### src/rtl/mem_req_ctrl.sv
// rtl/mem_req_ctrl.sv - request front-end for a single-port synchronous memory
// One request in flight, range-checked, one-cycle memory strobe, one response per request.
module mem_req_ctrl #(
  parameter int ADDR_WIDTH = 32,
  parameter int DATA_WIDTH = 32,
  parameter int DEPTH      = 32,
  parameter int ERRW       = 8
) (
  input  logic                  clk,
  input  logic                  rst,
  input  logic                  req_valid,
  output logic                  req_ready,
  input  logic                  req_wr,
  input  logic [ADDR_WIDTH-1:0] req_addr,
  input  logic [DATA_WIDTH-1:0] req_wdata,
  output logic                  rsp_valid,
  input  logic                  rsp_ready,
  output logic                  rsp_wr,
  output logic                  rsp_err,
  output logic [DATA_WIDTH-1:0] rsp_rdata,
  output logic                  mem_en,
  output logic                  mem_wr,
  output logic [ADDR_WIDTH-1:0] mem_addr,
  output logic [DATA_WIDTH-1:0] mem_wdata,
  input  logic [DATA_WIDTH-1:0] mem_rdata,
  input  logic                  mem_valid_out,
  output logic [ERRW-1:0]       err_cnt
);

  typedef enum logic [1:0] {IDLE, ISSUE, WAIT, RESP} state_t;

  localparam logic [ADDR_WIDTH-1:0] DEPTH_A = ADDR_WIDTH'(DEPTH);
  localparam logic [ERRW-1:0]       ERR_MAX = {ERRW{1'b1}};

  state_t                state_q, state_d;
  logic                  req_ready_q, req_ready_d;
  logic                  rsp_valid_q, rsp_valid_d;
  logic                  rsp_wr_q, rsp_wr_d;
  logic                  rsp_err_q, rsp_err_d;
  logic [DATA_WIDTH-1:0] rsp_rdata_q, rsp_rdata_d;
  logic                  mem_en_q, mem_en_d;
  logic                  mem_wr_q, mem_wr_d;
  logic [ADDR_WIDTH-1:0] mem_addr_q, mem_addr_d;
  logic [DATA_WIDTH-1:0] mem_wdata_q, mem_wdata_d;
  logic [ERRW-1:0]       err_cnt_q, err_cnt_d;

  always_comb begin
    state_d     = state_q;
    req_ready_d = req_ready_q;
    rsp_valid_d = rsp_valid_q;
    rsp_wr_d    = rsp_wr_q;
    rsp_err_d   = rsp_err_q;
    rsp_rdata_d = rsp_rdata_q;
    mem_en_d    = mem_en_q;
    mem_wr_d    = mem_wr_q;
    mem_addr_d  = mem_addr_q;
    mem_wdata_d = mem_wdata_q;
    err_cnt_d   = err_cnt_q;

    case (state_q)
      IDLE: begin
        if (req_valid && req_ready_q) begin
          req_ready_d = 1'b0;
          rsp_wr_d    = req_wr;
          rsp_rdata_d = '0;
          // Full-width unsigned compare so high address bits cannot alias into range.
          if (req_addr >= DEPTH_A) begin
            state_d     = RESP;
            rsp_valid_d = 1'b1;
            rsp_err_d   = 1'b1;
          end else begin
            state_d     = ISSUE;
            rsp_err_d   = 1'b0;
            mem_en_d    = 1'b1;
            mem_wr_d    = req_wr;
            mem_addr_d  = req_addr;
            mem_wdata_d = req_wdata;
          end
        end
      end
      ISSUE: begin
        mem_en_d = 1'b0;
        mem_wr_d = 1'b0;
        if (rsp_wr_q) begin
          state_d     = RESP;
          rsp_valid_d = 1'b1;
        end else begin
          state_d = WAIT;
        end
      end
      WAIT: begin
        state_d     = RESP;
        rsp_valid_d = 1'b1;
        rsp_err_d   = ~mem_valid_out;
        rsp_rdata_d = mem_valid_out ? mem_rdata : '0;
      end
      RESP: begin
        if (rsp_ready) begin
          state_d     = IDLE;
          rsp_valid_d = 1'b0;
          req_ready_d = 1'b1;
          if (rsp_err_q && (err_cnt_q != ERR_MAX)) err_cnt_d = err_cnt_q + 1'b1;
        end
      end
      default: state_d = IDLE;
    endcase
  end

  always_ff @(posedge clk) begin
    if (rst) begin
      state_q     <= IDLE;
      req_ready_q <= 1'b1;
      rsp_valid_q <= 1'b0;
      rsp_wr_q    <= 1'b0;
      rsp_err_q   <= 1'b0;
      rsp_rdata_q <= '0;
      mem_en_q    <= 1'b0;
      mem_wr_q    <= 1'b0;
      mem_addr_q  <= '0;
      mem_wdata_q <= '0;
      err_cnt_q   <= '0;
    end else begin
      state_q     <= state_d;
      req_ready_q <= req_ready_d;
      rsp_valid_q <= rsp_valid_d;
      rsp_wr_q    <= rsp_wr_d;
      rsp_err_q   <= rsp_err_d;
      rsp_rdata_q <= rsp_rdata_d;
      mem_en_q    <= mem_en_d;
      mem_wr_q    <= mem_wr_d;
      mem_addr_q  <= mem_addr_d;
      mem_wdata_q <= mem_wdata_d;
      err_cnt_q   <= err_cnt_d;
    end
  end

  assign req_ready = req_ready_q;
  assign rsp_valid = rsp_valid_q;
  assign rsp_wr    = rsp_wr_q;
  assign rsp_err   = rsp_err_q;
  assign rsp_rdata = rsp_rdata_q;
  assign mem_en    = mem_en_q;
  assign mem_wr    = mem_wr_q;
  assign mem_addr  = mem_addr_q;
  assign mem_wdata = mem_wdata_q;
  assign err_cnt   = err_cnt_q;

endmodule

### config.mk
export PLATFORM = sky130hd
export DESIGN_NAME = mem_req_ctrl
export DESIGN_NICKNAME = d
export VERILOG_FILES = /design/src/rtl/mem_req_ctrl.sv
export SDC_FILE = /design/constraint.sdc
export NUM_CORES = 1
export LEC_CHECK = 0
export CORE_UTILIZATION = 30
export DETAILED_ROUTE_END_ITERATION = 8
export GPL_TIMING_DRIVEN = 0
export PLACE_DENSITY = 0.66
export SYNTH_ARGS = -nofsm -noshare
export SYNTH_HDL_FRONTEND = slang
export SYNTH_SLANG_ARGS = --single-unit
### constraint.sdc
create_clock -name clk -period 1.9 [get_ports clk]
set_input_delay 0.19 -clock clk [delete_from_list [all_inputs] [get_ports clk]]
set_output_delay 0.19 -clock clk [all_outputs]
set_load 0.03 [all_outputs]
; Word-level counts from Yosys, hierarchy flattened
; Cells that the tools add are included.
[classes]
addsub = 1
n_mul = 0
n_div = 0
order_cmp = 1
eq_ne = 9
shifts = 0
n_mux = 25
n_bitwise = 2
reduce_logical = 14
[op_table]
columns = op, count
row1 = $mux 32, 2
row2 = $pmux 32 s2, 1
row3 = $ge 32x6->1 const B, 1
row4 = $mux 1, 13
row5 = $reduce_and 3->1, 4
row6 = $ne 2x2->1 const B, 5
row7 = $add 8x1->8 const B, 1
row8 = $ne 8x8->1 const B, 1
row9 = $pmux 1 s2, 4
row10 = $pmux 2 s4, 1
row11 = $mux 2, 3
row12 = $reduce_and 2->1, 3
row13 = $reduce_bool 2->1, 3
row14 = $eq 2x2->1 const B, 2
row15 = $pmux 1 s4, 1
row16 = $reduce_and 4->1, 1
row17 = $eq 2x1->1 const B, 1
row18 = $logic_and 1x1->1, 2
row19 = $logic_not 2->1, 1
row20 = $not 1->1, 2
[word_totals]
reg_bits = 112
latchBits = 0
ram_bits = 0
romBits = 0
output_inout_bits = 110
elab_cells = 63
mem_count = 0

; Logic depth before layout (Yosys ltp)
; Gate-level depths: netlist of the first run.
[logic_depth]
depth_word = 4
ltp_mapped = 10
depth_no_buf = 7

; Worst setup path after synthesis of the first run
; No wires, ideal clock.
[synth_path]
path_kind = flip-flop to flip-flop
from = reg state_q[0]
to = reg mem_wdata_q[6] (netlist: mem_wdata[6])
setup_time_ps = 71
t_arrival_ps = 1866
required_time_ps = 1829
setup_slack_ps = -36
path_stages_with_launch = 11
path_buffers = 3
synth_period_minus_slack_ps = 1936
cell_sequence = dfxtp_1 > inv_1 > ha_1 > buf_2 > nand3_1 > nor4_1 > nand4b_1 > clkbuf_1 > clkbuf_1 > nand2_1 > a21oi_1
[synth_between]
elab_chain_cells = 2
[synth_lines]
columns = element, line
row1 = "start, declared", 35  ; state_t state_q, state_d;
row2 = "start signal, assigned", 123  ; state_q <= state_d;
row3 = $logic_not 2->1, 60  ; case (state_q)
row4 = $reduce_and 3->1 (no source line), n/a
row5 = "end signal, assigned", 132  ; mem_wdata_q <= mem_wdata_d;
row6 = "end, declared", 44  ; logic [DATA_WIDTH-1:0] mem_wdata_q, mem_wdata_d;
; Every way passes these cells.
; A chain may end at the register's enable or synchronous reset.

; Worst setup path in the final report of the first run
[layout_path]
from = reg state_q[1]
to = reg mem_wr_q (netlist: mem_wr)
[layout_between]
elab_chain_cells = 3
word_cells_on_any_way = 7
cone_classes = eq/ne (3) / mux (1) / reduce/logical (3)
[layout_lines]
columns = element, line
row1 = $eq 2x1->1 or $logic_not 2->1 (tied branches), 60
row2 = $reduce_bool 2->1 (no source line) or $ne 2x2->1 (tied branches), n/a
row3 = $reduce_and 3->1 (no source line), n/a
row4 = "end signal, assigned", 130  ; mem_wr_q <= mem_wr_d;
row5 = "end, declared", 42  ; logic mem_wr_q, mem_wr_d;
; Parallel ways exist; a longest one is shown, timed or not.

==> results of run 1 <==
-- repair_timing --
| action | 4_1_cts | 5_1_grt |
|---|---|---|
| endpoints found under the setup margin | 103 | 91 |
| pin swaps | 2 | 5 |
| buffers inserted | 8 | 7 |
| resized for setup | 34 | 33 |
| cloned | 0 | 1 |
-- power groups by stage --
stage,Combinational (µW),Sequential [µW],Clock (µW)
global placement,1250,2540,0
CTS,1450,2500,1930
floorplan,605,2670,0
detailed placement,1290,2550,0
global route,1620,2520,2030
finish,1510,2510,1880
-- metal layers --
metal  up-vias  routed length [µm]  part of all wire [%]
met5         -                   0                     0
met4         0                 266                   2.1
met3        18                 992                   7.7
met2       151                6300                    49
met1      1883                5260                    41
li1       2045                   -                     -
-- per-stage QoR --
stage / cells / setup TNS, ns / util (%) / hold slack [ns] / cell area, µm²
after floorplan: 467 / 0 / - / 0.330 / 4020
after global placement: 849 / -40.96 / 49.4 / 0.438 / 6340
after detailed placement: 849 / -52.24 / 49.4 / 0.444 / 6340
after CTS: 872 / 0 / 53.0 / 0.384 / 6800
after global routing: 880 / -0.0264 / 54.4 / 0.395 / 6980
final: 880 / 0 / 54.4 / 0.394 / 6980
-- cell usage in the layout (no fill, tap or decap), types with 10 or more instances in the layout --
| cell | instances |
|---|---|
| buf_4 | 13 |
| clkbuf_16 | 10 |
| clkdlybuf4s50_1 | 208 |
| clkbuf_1 | 12 |
| and2_1 | 29 |
| nor2_1 | 12 |
| dfxtp_1 | 110 |
| nand3_1 | 36 |
| nand2_1 | 113 |
| a21oi_1 | 67 |
-- final cells by class --
cell class / count / area [µm²]
fillers: 1169 / 5850
repair buffers: 226 / 2260
plain buffers: 31 / 206
inverters: 7 / 26.3
flip-flops and latches: 112 / 2240
multi-input cells: 317 / 1730
clock buffers: 12 / 246
well taps: 172 / 215
clock inverters: 3 / 42.5
-- state kept, by name, summed over array words and instances (netlist names) --
name / flops
rsp_rdata: 32
err_cnt: 8
rsp_valid: 1
rsp_wr: 1
mem_addr: 32
mem_wr: 1
mem_en: 1
req_ready: 1
mem_wdata: 32
rsp_err: 1
state_q: 2
-- cells by family after synthesis --
logic type	synth area share, %
fa+ha+maj	1.87
simple gates	24.4
xor+xnor	1.53
mux	0.498
compound gates	12.0
buf+inv	3.92
flops	55.8
-- worst reg2reg max path, cell delays in order (launching register included) --
cell	delay, ns
dfxtp_2	0.35
inv_2	0.07
ha_1	0.15
buf_6	0.13
nand3_4	0.12
nor4_2	0.17
nand4b_1	0.19
clkbuf_8	0.20
buf_4	0.14
o211ai_1	0.08
a21oi_1	0.08
-- worst max-delay path by stage --
stage / end / start
2_1_floorplan: mem_addr[3] / state_q[0]
4_1_cts: rsp_valid / req_addr[13]
3_5_place_dp: mem_addr[19] / req_addr[13]
3_3_place_gp: mem_addr[23] / req_addr[13]
6_report: mem_wr / state_q[1]
5_1_grt: mem_wr / state_q[0]
==> results.yml, run 1 <==
timing:
  fin_ws_ns: 0.0689
  finalHoldViolCount: 0
  timing.fmax_ghz: 0.546
  finClkSkew_ns: 0.00842
  tightest_slew_ns: 0.576
  maxSlewViolCount: 0
  fin_crit_ns: 1.83
  setup_viol: 0
  maxSlewHeadroom_pct: 61.6
  period_share_pct: 96.4
  rsz0062_at_grt: "yes"
worst_setup_path:
  reg2reg_setup_slack_ns: 0.07
  critical_path_cell_count: 10
  r2r-start: "state_q[1]"
  r2r-end: "mem_wr"
  crit_path_max_fanout: 6
  endpoint_kind: "flop"
  r2r_cells: 10
  critPathKind: "flop to flop"
  start_kind: "flop"
  slowest_delay_ns: 0.35
  critPathSlowestCell: "dfxtp_2"
  path_cells: "inv_2, ha_1, buf_6, nand3_4, nor4_2, nand4b_1, clkbuf_8, buf_4, o211ai_1, a21oi_1"
  required_ns: 2.10
  worst_ep_arrival_time_ns: 2.03
  path_buf_inv: 4
  path_delay_family: "buffers and inverters"
synth:
  synth.distinct_cells: 35
  syn_area_um2: 4020
  synth_area_leaders: "dfxtp_1, nand2_1, a21oi_1"
  async_flop_share_pct: 0
  ys_seq_area_share_pct: 55.8
  synth_cells: 467
  ys_top_cells_by_count: "nand2_1, dfxtp_1, a21oi_1"
  yosys_register_bits: 112
  synth_largest_area_cell: "dfxtp_1"
  syn_nets: 575
  synth_most_common_cell: "nand2_1"
  synth_edf_count: 0
  synth_top_area_share_pct: 55.8
  avgSynthCellArea_um2: 8.60
  synth_warnings: 0
  synthFlopType: "dfxtp_1"
global_routing:
  grt_max_degree: 17
  grtUsageMet1_pct: 20.4
  antenna_found_initial: 0
  grt_overflow: 0
  grt_pass1_vias: 3878
  grt_usage_pct: 17.6
  grt_use_met2_pct: 30.0
  use_met3_pct: 5.62
  busiest_layer: "met2"
  grt_pass1_wl_um: 19700
hold_path:
  holdPathEnd: "mem_wdata[6]"
  hp-class: "primary input to flop"
  hp-start: "req_wdata[6]"
  hold_path_depth: 3
power_and_ir_drop:
  leakagePower_uw: 0.00248
  pwr-share-clk_pct: 31.9
  max-vdd-ir-drop_mv: 0.432
  power_uw: 5890
  netSwitchingFraction_pct: 29.9
  combPwrFrac_pct: 25.6
  p_sw_uw: 1760
  internal_power_uw: 4130
  powerDensity_nw_per_um2: 845
  pwr-share-seq_pct: 42.6
route:
  drcViolationCount: 0
  vias: 4097
  firstDrtPassIters: 4
  routed_wl_um: 12800
  drtAntennaViolNets: 0
  routed_via_density: 4.66
  wl_per_cell_um: 14.6
  first_iter_violations: 148
clock_network:
  clock_latency_ns: 0.35
  clockBufferDepth: 2
  cts_root_buf: "clkbuf_16"
  cts_tree: "built"
  cts_sinks: 112
  hold_buffers: 0
  htreeDepth: 3
  clk_pin_slew_ns: 0.07
  cts_buffers: 9
die:
  die_h_um: 118
  num_rows: 41
  start_util_pct: 31.3
  die-width_um: 118
  core_area_um2: 12800
  dieArea_um2: 13900
  ios: 212
layout:
  areaGrowthSynthToFinish_pct: 73.7
  drive_gt1_share_pct: 10.0
  final_nets: 812
  antennaDiodeCount: 0
placement:
  dp_slack_ns: -0.705
  gp_congestion: 0.790
  portBuffers: 210
  hpwl_um: 9490
job:
  cap_violations: 0
run_status:
  status: "finished clean"
Power figures use the tool's default switching activity.
==> inputs of run 2 (changes only) <==
- ABC_AREA: default -> 0
- CAP_MARGIN: default -> 10
==> results of run 2 <==
Same layout as run 1: the final DEF is identical, and so are final timing and power.
